<file path="config.mk">
export PLATFORM = sky130hd
export DESIGN_NAME = retire_commit_flat
export DESIGN_NICKNAME = d
export VERILOG_FILES = /design/src/rtl/mips_pkg.sv /design/src/rtl/retire_commit_if.sv /design/src/rtl/retire_commit_tag_return_fifo.sv /design/src/rtl/retire_commit.sv /design/src/flat_wrapper.sv
export SDC_FILE = /design/constraint.sdc
export NUM_CORES = 1
export LEC_CHECK = 0
export CAP_MARGIN = 30
export CORE_ASPECT_RATIO = 1.75
export CORE_MARGIN = 1
export CORE_UTILIZATION = 35
export CTS_BUF_LIST = sky130_fd_sc_hd__clkbuf_16
export CTS_CLUSTER_DIAMETER = 40
export DETAILED_ROUTE_END_ITERATION = 6
export GPL_ROUTABILITY_DRIVEN = 0
export GPL_TIMING_DRIVEN = 0
export PLACE_DENSITY_LB_ADDON = 0.25
export SETUP_SLACK_MARGIN = 0.3
export SYNTH_ARGS = -nofsm -noshare
export SYNTH_HDL_FRONTEND = slang
export SYNTH_SLANG_ARGS = --single-unit
</file>
<file path="constraint.sdc">
create_clock -name clock -period 8.5 [get_ports clock]
set_input_delay 1.275 -clock clock [delete_from_list [all_inputs] [get_ports clock]]
set_output_delay 1.275 -clock clock [all_outputs]
set_load 0.02 [all_outputs]
</file>
<file path="src/rtl/mips_pkg.sv">
// Shared widths, FSM state encoding and retire classification helper for
// the retire/commit slice.
package mips_pkg;

  localparam int TAG_W  = 5;
  localparam int REG_W  = 5;
  localparam int DATA_W = 32;

  // Legacy-compatible state encoding for the retire_commit FSM.
  localparam logic [1:0] IDLE  = 2'd0;
  localparam logic [1:0] FLUSH = 2'd1;
  localparam logic [1:0] DRAIN = 2'd2;

  typedef enum logic [1:0] {
    RK_REG    = 2'd0,
    RK_STORE  = 2'd1,
    RK_BRANCH = 2'd2
  } retire_kind_t;

  // Store takes priority over branch; anything else is a register write.
  function automatic retire_kind_t classify(input logic is_store,
                                            input logic is_branch);
    if (is_store)       return RK_STORE;
    else if (is_branch) return RK_BRANCH;
    else                return RK_REG;
  endfunction

endpackage

</file>
<file path="src/rtl/retire_commit_if.sv">
// Retire-side bundle of retire_commit: ROB retire inputs, register-file,
// store-commit, flush, free-tag return and statistics outputs.
//   master : the environment (ROB, RF, store queue, fetch, allocator)
//   slave  : retire_commit
interface retire_commit_if #(
  parameter int CNT_W = 32
);
  import mips_pkg::*;

  logic [TAG_W-1:0]  Retire_rd_tag;
  logic [REG_W-1:0]  Retire_rd_reg;
  logic [DATA_W-1:0] Retire_data;
  logic [DATA_W-1:0] Retire_pc;
  logic              Retire_branch;
  logic              Retire_branch_taken;
  logic              Retire_store_ready;
  logic              Retire_valid;
  logic              Retire_stall;
  logic              Rf_wen;
  logic [REG_W-1:0]  Rf_waddr;
  logic [DATA_W-1:0] Rf_wdata;
  logic              Store_commit;
  logic [TAG_W-1:0]  Store_commit_tag;
  logic              Flush;
  logic [DATA_W-1:0] Flush_pc;
  logic [TAG_W-1:0]  Tag_free;
  logic              Tag_free_valid;
  logic              Tag_free_ready;
  logic              Retire_err;
  logic [CNT_W-1:0]  Retired_count;
  logic [CNT_W-1:0]  Mispredict_count;

  modport master (
    output Retire_rd_tag, Retire_rd_reg, Retire_data, Retire_pc,
           Retire_branch, Retire_branch_taken, Retire_store_ready,
           Retire_valid, Tag_free_ready,
    input  Retire_stall, Rf_wen, Rf_waddr, Rf_wdata, Store_commit,
           Store_commit_tag, Flush, Flush_pc, Tag_free, Tag_free_valid,
           Retire_err, Retired_count, Mispredict_count
  );

  modport slave (
    input  Retire_rd_tag, Retire_rd_reg, Retire_data, Retire_pc,
           Retire_branch, Retire_branch_taken, Retire_store_ready,
           Retire_valid, Tag_free_ready,
    output Retire_stall, Rf_wen, Rf_waddr, Rf_wdata, Store_commit,
           Store_commit_tag, Flush, Flush_pc, Tag_free, Tag_free_valid,
           Retire_err, Retired_count, Mispredict_count
  );

endinterface

</file>
<file path="src/rtl/retire_commit_tag_return_fifo.sv">
// First-word-fall-through FIFO returning retired tags to the allocator.
//   clock, reset : clock, async active-high reset (empties the FIFO)
//   push, push_data : write one entry (caller guarantees !full)
//   pop_req      : consume head; ignored while empty
//   head         : head entry, 0 while empty
//   empty, full  : occupancy flags
module tag_return_fifo #(
  parameter int DEPTH = 4,
  parameter int W     = 5
) (
  input  logic         clock,
  input  logic         reset,
  input  logic         push,
  input  logic [W-1:0] push_data,
  input  logic         pop_req,
  output logic [W-1:0] head,
  output logic         empty,
  output logic         full
);

  localparam int PW = (DEPTH > 1) ? $clog2(DEPTH) : 1;
  localparam int CW = $clog2(DEPTH) + 1;

  logic [W-1:0]  mem [DEPTH];
  logic [PW-1:0] rd_ptr, wr_ptr;
  logic [CW-1:0] count;
  logic          pop;

  assign empty = (count == '0);
  assign full  = (count == CW'(DEPTH));
  assign pop   = pop_req && !empty;
  assign head  = empty ? '0 : mem[rd_ptr];

  // Storage is not reset; head is masked while empty instead.
  always_ff @(posedge clock) begin
    if (push) mem[wr_ptr] <= push_data;
  end

  // Pointers wrap naturally because DEPTH is a power of two.
  always_ff @(posedge clock or posedge reset) begin
    if (reset) begin
      rd_ptr <= '0;
      wr_ptr <= '0;
      count  <= '0;
    end else begin
      if (push) wr_ptr <= wr_ptr + 1'b1;
      if (pop)  rd_ptr <= rd_ptr + 1'b1;
      if (push && !pop)      count <= count + 1'b1;
      else if (pop && !push) count <= count - 1'b1;
    end
  end

endmodule

</file>
<file path="src/rtl/retire_commit.sv">
// Consumer of the ROB retire stream. Each accepted retire either writes the
// register file, commits a store, or (taken branch) issues a one-cycle flush
// followed by a drain window; every accepted tag is returned through a FIFO.
//   clock, reset : clock, async active-high reset
//   rif          : retire_commit_if slave (all retire/commit/tag signals)
module retire_commit
  import mips_pkg::*;
#(
  parameter int TAGQ_DEPTH   = 4,
  parameter int FLUSH_CYCLES = 2,
  parameter int CNT_W        = 32
) (
  input  logic          clock,
  input  logic          reset,
  retire_commit_if.slave rif
);

  localparam int DW = (FLUSH_CYCLES > 1) ? $clog2(FLUSH_CYCLES) : 1;

  logic [1:0]        state_q;
  logic [DW-1:0]     drain_q;
  logic              fifo_full, fifo_empty;
  logic              stall, accept, do_flush;
  retire_kind_t      kind;

  logic              rf_wen_q, sc_q, flush_q, err_q;
  logic [REG_W-1:0]  rf_waddr_q;
  logic [DATA_W-1:0] rf_wdata_q, flush_pc_q;
  logic [TAG_W-1:0]  sc_tag_q;
  logic [CNT_W-1:0]  retired_q, mispredict_q;

  assign stall    = (state_q != IDLE) || fifo_full;
  assign accept   = rif.Retire_valid && !stall;
  assign kind     = classify(rif.Retire_store_ready, rif.Retire_branch);
  assign do_flush = accept && (kind == RK_BRANCH) && rif.Retire_branch_taken;

  always_ff @(posedge clock or posedge reset) begin
    if (reset) begin
      state_q <= IDLE;
      drain_q <= '0;
    end else begin
      case (state_q)
        IDLE:  if (do_flush) state_q <= FLUSH;
        FLUSH: begin
          if (FLUSH_CYCLES == 0) begin
            state_q <= IDLE;
          end else begin
            state_q <= DRAIN;
            drain_q <= DW'(FLUSH_CYCLES - 1);
          end
        end
        DRAIN: begin
          if (drain_q == '0) state_q <= IDLE;
          else               drain_q <= drain_q - 1'b1;
        end
        default: state_q <= IDLE;
      endcase
    end
  end

  always_ff @(posedge clock or posedge reset) begin
    if (reset) begin
      rf_wen_q     <= 1'b0;
      rf_waddr_q   <= '0;
      rf_wdata_q   <= '0;
      sc_q         <= 1'b0;
      sc_tag_q     <= '0;
      flush_q      <= 1'b0;
      flush_pc_q   <= '0;
      err_q        <= 1'b0;
      retired_q    <= '0;
      mispredict_q <= '0;
    end else begin
      rf_wen_q <= accept && (kind == RK_REG) && (rif.Retire_rd_reg != '0);
      sc_q     <= accept && (kind == RK_STORE);
      flush_q  <= do_flush;
      if (accept && (kind == RK_REG)) begin
        rf_waddr_q <= rif.Retire_rd_reg;
        rf_wdata_q <= rif.Retire_data;
      end
      if (accept && (kind == RK_STORE)) sc_tag_q <= rif.Retire_rd_tag;
      if (do_flush) begin
        flush_pc_q   <= rif.Retire_pc;
        mispredict_q <= mispredict_q + 1'b1;
      end
      if (accept) retired_q <= retired_q + 1'b1;
      if (rif.Retire_valid && stall) err_q <= 1'b1;
    end
  end

  tag_return_fifo #(
    .DEPTH (TAGQ_DEPTH),
    .W     (TAG_W)
  ) u_tagq (
    .clock     (clock),
    .reset     (reset),
    .push      (accept),
    .push_data (rif.Retire_rd_tag),
    .pop_req   (rif.Tag_free_ready),
    .head      (rif.Tag_free),
    .empty     (fifo_empty),
    .full      (fifo_full)
  );

  assign rif.Tag_free_valid   = !fifo_empty;
  assign rif.Retire_stall     = stall;
  assign rif.Rf_wen           = rf_wen_q;
  assign rif.Rf_waddr         = rf_waddr_q;
  assign rif.Rf_wdata         = rf_wdata_q;
  assign rif.Store_commit     = sc_q;
  assign rif.Store_commit_tag = sc_tag_q;
  assign rif.Flush            = flush_q;
  assign rif.Flush_pc         = flush_pc_q;
  assign rif.Retire_err       = err_q;
  assign rif.Retired_count    = retired_q;
  assign rif.Mispredict_count = mispredict_q;

endmodule

</file>
<file path="src/flat_wrapper.sv">
// flat-port wrapper written by rule: the top's interface ports become plain ports
module retire_commit_flat import mips_pkg::*;
#(
  parameter int TAGQ_DEPTH   = 4,
  parameter int FLUSH_CYCLES = 2,
  parameter int CNT_W        = 32
)
  (clock, reset, rif_Retire_rd_tag, rif_Retire_rd_reg, rif_Retire_data, rif_Retire_pc, rif_Retire_branch, rif_Retire_branch_taken, rif_Retire_store_ready, rif_Retire_valid, rif_Tag_free_ready, rif_Retire_stall, rif_Rf_wen, rif_Rf_waddr, rif_Rf_wdata, rif_Store_commit, rif_Store_commit_tag, rif_Flush, rif_Flush_pc, rif_Tag_free, rif_Tag_free_valid, rif_Retire_err, rif_Retired_count, rif_Mispredict_count);
  retire_commit_if #(.CNT_W(CNT_W)) rif_i ();
  input  logic clock;
  input  logic reset;
  input wire logic [$bits(rif_i.Retire_rd_tag)-1:0] rif_Retire_rd_tag;
  input wire logic [$bits(rif_i.Retire_rd_reg)-1:0] rif_Retire_rd_reg;
  input wire logic [$bits(rif_i.Retire_data)-1:0] rif_Retire_data;
  input wire logic [$bits(rif_i.Retire_pc)-1:0] rif_Retire_pc;
  input wire logic [$bits(rif_i.Retire_branch)-1:0] rif_Retire_branch;
  input wire logic [$bits(rif_i.Retire_branch_taken)-1:0] rif_Retire_branch_taken;
  input wire logic [$bits(rif_i.Retire_store_ready)-1:0] rif_Retire_store_ready;
  input wire logic [$bits(rif_i.Retire_valid)-1:0] rif_Retire_valid;
  input wire logic [$bits(rif_i.Tag_free_ready)-1:0] rif_Tag_free_ready;
  output wire logic [$bits(rif_i.Retire_stall)-1:0] rif_Retire_stall;
  output wire logic [$bits(rif_i.Rf_wen)-1:0] rif_Rf_wen;
  output wire logic [$bits(rif_i.Rf_waddr)-1:0] rif_Rf_waddr;
  output wire logic [$bits(rif_i.Rf_wdata)-1:0] rif_Rf_wdata;
  output wire logic [$bits(rif_i.Store_commit)-1:0] rif_Store_commit;
  output wire logic [$bits(rif_i.Store_commit_tag)-1:0] rif_Store_commit_tag;
  output wire logic [$bits(rif_i.Flush)-1:0] rif_Flush;
  output wire logic [$bits(rif_i.Flush_pc)-1:0] rif_Flush_pc;
  output wire logic [$bits(rif_i.Tag_free)-1:0] rif_Tag_free;
  output wire logic [$bits(rif_i.Tag_free_valid)-1:0] rif_Tag_free_valid;
  output wire logic [$bits(rif_i.Retire_err)-1:0] rif_Retire_err;
  output wire logic [$bits(rif_i.Retired_count)-1:0] rif_Retired_count;
  output wire logic [$bits(rif_i.Mispredict_count)-1:0] rif_Mispredict_count;
  assign rif_i.Retire_rd_tag = rif_Retire_rd_tag;
  assign rif_i.Retire_rd_reg = rif_Retire_rd_reg;
  assign rif_i.Retire_data = rif_Retire_data;
  assign rif_i.Retire_pc = rif_Retire_pc;
  assign rif_i.Retire_branch = rif_Retire_branch;
  assign rif_i.Retire_branch_taken = rif_Retire_branch_taken;
  assign rif_i.Retire_store_ready = rif_Retire_store_ready;
  assign rif_i.Retire_valid = rif_Retire_valid;
  assign rif_i.Tag_free_ready = rif_Tag_free_ready;
  assign rif_Retire_stall = rif_i.Retire_stall;
  assign rif_Rf_wen = rif_i.Rf_wen;
  assign rif_Rf_waddr = rif_i.Rf_waddr;
  assign rif_Rf_wdata = rif_i.Rf_wdata;
  assign rif_Store_commit = rif_i.Store_commit;
  assign rif_Store_commit_tag = rif_i.Store_commit_tag;
  assign rif_Flush = rif_i.Flush;
  assign rif_Flush_pc = rif_i.Flush_pc;
  assign rif_Tag_free = rif_i.Tag_free;
  assign rif_Tag_free_valid = rif_i.Tag_free_valid;
  assign rif_Retire_err = rif_i.Retire_err;
  assign rif_Retired_count = rif_i.Retired_count;
  assign rif_Mispredict_count = rif_i.Mispredict_count;
  retire_commit #(.TAGQ_DEPTH(TAGQ_DEPTH), .FLUSH_CYCLES(FLUSH_CYCLES), .CNT_W(CNT_W)) u_core (.clock(clock), .reset(reset), .rif(rif_i));
endmodule
</file>
# Yosys cells after proc, flatten, opt, wreduce, memory -nomap -nowiden
# Memories as Yosys holds them, arrays and structs flattened.
# Cells that the tools add are included.
[word_totals]
register_bits = 152
mem_bits_rw = 20
inputBits = 81
elab_cells = 65
memories = 1
[classes]
add_sub_neg = 7
n_eq_ne = 7
mux = 12
reduce_logical = 23
[mem_list]
columns = ["memory", "words", "width", "read_ports", "rd_ports_with_merged_regs", "wr", "line", "source"]
rows = [
  ["u_core.u_tagq.mem", 4, 5, 1, 0, 1, "retire_commit_tag_return_fifo.sv:24", "logic [W-1:0] mem [DEPTH];"],
]
[ops]
columns = ["operator", "count"]
rows = [
  ["$add A32 B1 Y32 const B", 2],
  ["$logic_and A1 B1 Y1", 10],
  ["$mux W2", 4],
  ["$mux W3", 2],
  ["$pmux W2 S3", 1],
  ["$reduce_bool A2 Y1", 3],
  ["$mux W5", 1],
  ["$reduce_bool A5 Y1", 1],
  ["$add A2 B1 Y2 const B", 2],
  ["$eq A2 B1 Y1 const B", 2],
  ["$eq A2 B2 Y1 const B", 2],
  ["$logic_not A1 Y1", 4],
  ["$logic_not A2 Y1", 2],
  ["$add A3 B1 Y3 const B", 1],
  ["$eq A3 B3 Y1 const B", 1],
  ["$logic_not A3 Y1", 1],
  ["$mux W1", 3],
  ["$sub A3 B1 Y3 const B", 1],
  ["$ne A2 B1 Y1 const B", 1],
  ["$ne A2 B2 Y1 const B", 1],
  ["$pmux W1 S2", 1],
  ["$reduce_and A2 Y1", 1],
  ["$logic_or A1 B1 Y1", 1],
  ["$sub A1 B1 Y1 const B", 1],
]

# Longest topological paths before layout
[logic_depth]
word_depth = 8
ltp_mapped = 12
depth_no_buf = 11

# Cells and area by module
# From an unflattened synthesis, not the netlist that was laid out.
[hier_totals]
hier_cells = 513
area_unflattened_um2 = 7140.6
[modules_own_cells]
columns = ["module", "instances", "cells_per_inst", "area_each_um2", "seq_area_each_um2"]
rows = [
  ["retire_commit", 1, 444, 5973.2, 3628.5],
  ["tag_return_fifo", 1, 69, 1167.4, 775.7],
]

# Worst setup path after synthesis
# Ideal clock, no wire load.
[synth_path]
kind = "input to register"
from = "in rif_Retire_valid"
to = "reg u_core.u_tagq.count[1]"
setup_time_ns = 0.125
arrival_time_ns = 2.749
required_time_ns = 8.375
slack_ns = 5.626
path_stages = 8
n_path_buf = 1
path_cell_list = "and2_1 buf_4 nand2_2 clkinv_1 ha_1 inv_1 fa_1 mux2_2"
[synth_between]
elab_chain_cells = 4
[synth_rtl]
columns = ["element", "line", "source"]
rows = [
  ["start, declared", "flat_wrapper.sv:19", "input wire logic [$bits(rif_i.Retire_valid)-1:0] rif_Retire_valid;"],
  ["$logic_and A1 B1 Y1 (*)", "retire_commit.sv:33", "assign accept = rif.Retire_valid && !stall;"],
  ["net u_core.accept", "retire_commit.sv:23", "logic stall, accept, do_flush;"],
  ["$logic_not A1 Y1", "retire_commit_tag_return_fifo.sv:49", "else if (pop && !push) count <= count - 1'b1;"],
  ["$logic_and A1 B1 Y1", "retire_commit_tag_return_fifo.sv:49", ""],
  ["$reduce_bool A2 Y1 (no source line)", "n/a", ""],
  ["end signal, assigned", "retire_commit_tag_return_fifo.sv:48", "if (push && !pop) count <= count + 1'b1;"],
  ["end signal, assigned", "retire_commit_tag_return_fifo.sv:49", ""],
  ["end, declared", "retire_commit_tag_return_fifo.sv:26", "logic [CW-1:0] count;"],
]
# The timed path passes the listed nets; every way through them passes the cells marked *.
# A chain may end at the register's enable or synchronous reset.

# Worst setup path after layout
[layout_path]
from = "reg u_core.u_tagq.rd_ptr[0]"
to = "out rif_Tag_free[2]"
[layout_between]
elab_chain_cells = 2
[layout_rtl]
columns = ["element", "line", "source"]
rows = [
  ["start, declared", "retire_commit_tag_return_fifo.sv:25", "logic [PW-1:0] rd_ptr, wr_ptr;"],
  ["start signal, assigned", "retire_commit_tag_return_fifo.sv:47", "if (pop) rd_ptr <= rd_ptr + 1'b1;"],
  ["$mem_v2 Z4 W5", "n/a", ""],
  ["$mux W5", "retire_commit_tag_return_fifo.sv:32", "assign head = empty ? '0 : mem[rd_ptr];"],
  ["end, declared", "flat_wrapper.sv:29", "output wire logic [$bits(rif_i.Tag_free)-1:0] rif_Tag_free;"],
]
# No other way between the ends.

==> results.toml <==
[setup_path]
critPathMaxFanout = 7
setup.worst_path.start = "u_core.u_tagq.rd_ptr[0]$_DFFE_PP0P_"
cp.required_ns = 7.22
cp.arrival_ns = 2.45
critPathSlowestCell = "mux4_2"
worstSetupPathDepth = 4
slowest_delay_ns = 0.58
cp.buffers_inverters = 2
endpoint = "rif_Tag_free[2]"
r2r_end = "u_core.u_tagq.count[2]$_DFFE_PP0P_"
path_cells = "clkbuf_1, mux4_2, and2_1, clkdlybuf4s50_1"
worst-r2r-setup-slack_ns = 5.88
r2r_cells = 12
end_kind = "output port"
crit_type = "reg2out"
startpoint_type = "flop"
timing.rr.start = "u_core.state_q[0]$_DFFE_PP0P_"
critical-path-top-delay-family = "buffers and inverters"

[synthesis]
synth_area_leaders = "dfrtp_1 53%, mux2_2 12%, edfxtp_1 8.4%, xnor2_1 6.0%, xor2_1 2.3%"
yosysTopAreaCell = "dfrtp_1"
synth_cell_types = 42
syn-num-nets = 603
synth_warnings = 0
synth_edf_count = 20
synthCells = 511
synth.top_cell.area_share_pct = 53.27
seq_area_frac_synth_pct = 61.68
synth_area_um2 = 7141
async_reset_ff_share_pct = 88.37
synth-seq-cells = 172
netlist_top_cells_count = "152 x dfrtp_1, 77 x mux2_2, 49 x xnor2_1, 35 x nand2_1, 26 x nand3_1"
synthMostInstantiatedCell = "dfrtp_1"
syn_area_per_cell_um2 = 13.97
synth_ff_type = "dfrtp_1"

[drt]
wirelength_um = 17380
antenna_left = 0
vias = 4931
drt-initial-drc-count = 145
firstDrtPassIters = 5
drc = 0
drt-wirelength-per-cell_um = 17.07
via_per_inst = 4.844

[floorplanning]
initial_core_util_pct = 36.02
fp.dieW_um = 110.0
fp-row-count = 68
die_h_um = 191.0
die-area_um2 = 21000
ios = 230
core_area_um2 = 19820

[final_layout]
nFillCells = 1744
final-seq-area_um2 = 4404
multi_input_area_um2 = 2606
post-route-util_pct = 52.16
final_cells = 1018
final_nets = 852
final_area_um2 = 10340
area_growth_pct = 44.80
drive_above_1_share_pct = 17.46
antenna_cells = 0

[clocking]
cts_resized = 0
root_buffer = "clkbuf_16"
clkSlewWorstSetupHoldPaths_ns = 0.06
ctsHoldBuffers = 0
cts_setup_buffers = 0
htreeDepth = 4
cts_tree = "yes"
insertion_delay_ns = 0.43
cts_buffer_depth = 2
cts_made_buffers = 17
cts_sinks = 172

[placement]
dpl.cell_count = 986
dpl_cell_area_um2 = 9772
portBuffers = 229
dp_hpwl_um = 13060

[global_route]
grt-ovfl-total = 0
grt_pass1_vias = 5385
grt_pass1_wl_um = 27570
grt.total_usage_pct = 17.60
grt_antenna_before_repair = 0
grt_max_degree = 83

[sta]
maxSlewViolCount = 0
min_period_ns = 3.727
tightest_slew_ns = 0.8063
finalSetupViolations = 0
tns_ns = 0
max_freq_ghz = 0.2683
slew_headroom_pct = 45.75
timing_hold_violations_final = 0
rsz0062_at_grt = "no"
post-route-period-util_pct = 43.85
fin_skew_ns = 0.006420

[min_path]
whs_path_depth = 1
hp-class = "reg2reg"

[power_and_ir_drop]
p_leak_uw = 0.004346
ir_worst_vdd_v = 0.0001795
p_per_area_nw_per_um2 = 316.9

[job]
drv_cap = 0

[outcome]
status = "complete, no violations"
state kept, by name, indices dropped and copies added, names as in the netlist, 2 cells and up:
register	count
u_core.rif.Mispredict_count	32
u_core.rif.Retired_count	32
u_core.state_q	2
u_core.u_tagq.rd_ptr	2
u_core.rif.Rf_wdata	32
u_core.u_tagq.count	3
u_core.u_tagq.wr_ptr	2
u_core.rif.Flush_pc	32
u_core.rif.Rf_waddr	5
u_core.rif.Store_commit_tag	5
u_core.u_tagq.mem	20
cell families after synthesis:
family / count (synthesis) / synth area share (%)
simple gates: 146 / 11.78
fa+ha+maj: 11 / 2.033
xor+xnor: 68 / 8.341
buf+inv: 25 / 1.822
compound gates: 6 / 0.4906
flops: 172 / 61.68
mux: 83 / 13.86
routing by layer:
layer / vias up / routed length, um / global-route usage, %
met5: - / 0 / 0
met4: 0 / 461 / 8.000
met3: 29 / 1140 / 6.001
met2: 161 / 9665 / 31.42
met1: 2456 / 6115 / 18.08
li1: 2285 / - / -
how the worst min path moves through the flow:
stage | slack (ns) | from | end
floorplan | 0.46 | u_core.u_tagq.count[2]$_DFFE_PP0P_ | u_core.u_tagq.count[2]$_DFFE_PP0P_
global placement | 0.45 | u_core.rif.Retire_err$_DFFE_PP0P_ | u_core.rif.Retire_err$_DFFE_PP0P_
detailed placement | 0.45 | u_core.rif.Retire_err$_DFFE_PP0P_ | u_core.rif.Retire_err$_DFFE_PP0P_
CTS | 0.47 | u_core.rif.Retire_err$_DFFE_PP0P_ | u_core.rif.Retire_err$_DFFE_PP0P_
global route | 0.49 | u_core.rif.Retire_err$_DFFE_PP0P_ | u_core.rif.Retire_err$_DFFE_PP0P_
finish | 0.47 | u_core.rif.Retire_err$_DFFE_PP0P_ | u_core.rif.Retire_err$_DFFE_PP0P_
where the power goes:
part	leakage, uW	total [uW]	internal [uW]	switching, uW
combinational	0.00195	1300	674	624
clock	0.000277	752	420	332
sequential	0.00211	1230	1080	147
cell usage in the layout (no fill, tap or decap), types with 2 or more instances in the layout:
cell type / synthesis / layout
and3_1: 13 / 13
inv_6: 0 / 3
and4_1: 11 / 11
clkbuf_1: 3 / 3
nand3_1: 26 / 26
mux4_2: 5 / 5
ha_1: 10 / 10
edfxtp_1: 20 / 20
buf_4: 4 / 4
nor4_1: 2 / 2
nor3_2: 2 / 2
nand4b_1: 2 / 2
inv_4: 0 / 2
and2_1: 12 / 12
clkbuf_16: 0 / 18
buf_6: 2 / 2
and2_0: 2 / 2
clkinv_4: 0 / 2
nand2_1: 35 / 35
mux2_2: 77 / 77
dfrtp_1: 152 / 152
nor2_1: 12 / 12
clkinv_2: 0 / 2
inv_1: 9 / 9
clkinv_1: 1 / 2
buf_2: 5 / 5
clkdlybuf4s50_1: 0 / 229
a21oi_1: 3 / 3
clkinvlp_4: 0 / 3
nand4_1: 11 / 11
nor3_1: 5 / 5
nor4_2: 2 / 2
xnor2_1: 49 / 49
or3_1: 3 / 3
xor2_1: 19 / 19
worst reg2reg max path, delay by kind of cell (launching register included):
kind / cells / cell delay [ns]
fa+ha+maj: 3 / 0.88
buf+inv: 4 / 0.46
simple gates: 3 / 0.43
flops: 1 / 0.40
xor+xnor: 2 / 0.35
metrics by stage:
| stage | power [uW] | worst slack (ns) | hold slack [ns] |
|---|---|---|---|
| 6_report | 3277 | 4.773 | 0.4652 |
| 5_1_grt | 3447 | 4.643 | 0.4851 |
| 4_1_cts | 3322 | 4.708 | 0.4689 |
| 3_5_place_dp | 2552 | 4.748 | 0.4509 |
| 3_3_place_gp | 2498 | 1.137 | 0.4461 |
| 2_1_floorplan | 1906 | 3.132 | 0.4577 |
cell type report:
cell class | count | share of cell area (%)
Timing Repair Buffer | 230 | 22.43
Buffer | 15 | 0.8955
Sequential cell | 172 | 42.59
Multi-Input combinational cell | 314 | 25.21
Clock inverter | 14 | 1.137
Clock buffer | 18 | 4.356
Inverter | 10 | 0.4114
Tap cell | 245 | 2.965
No activity file was read; power rests on OpenSTA's default activity.
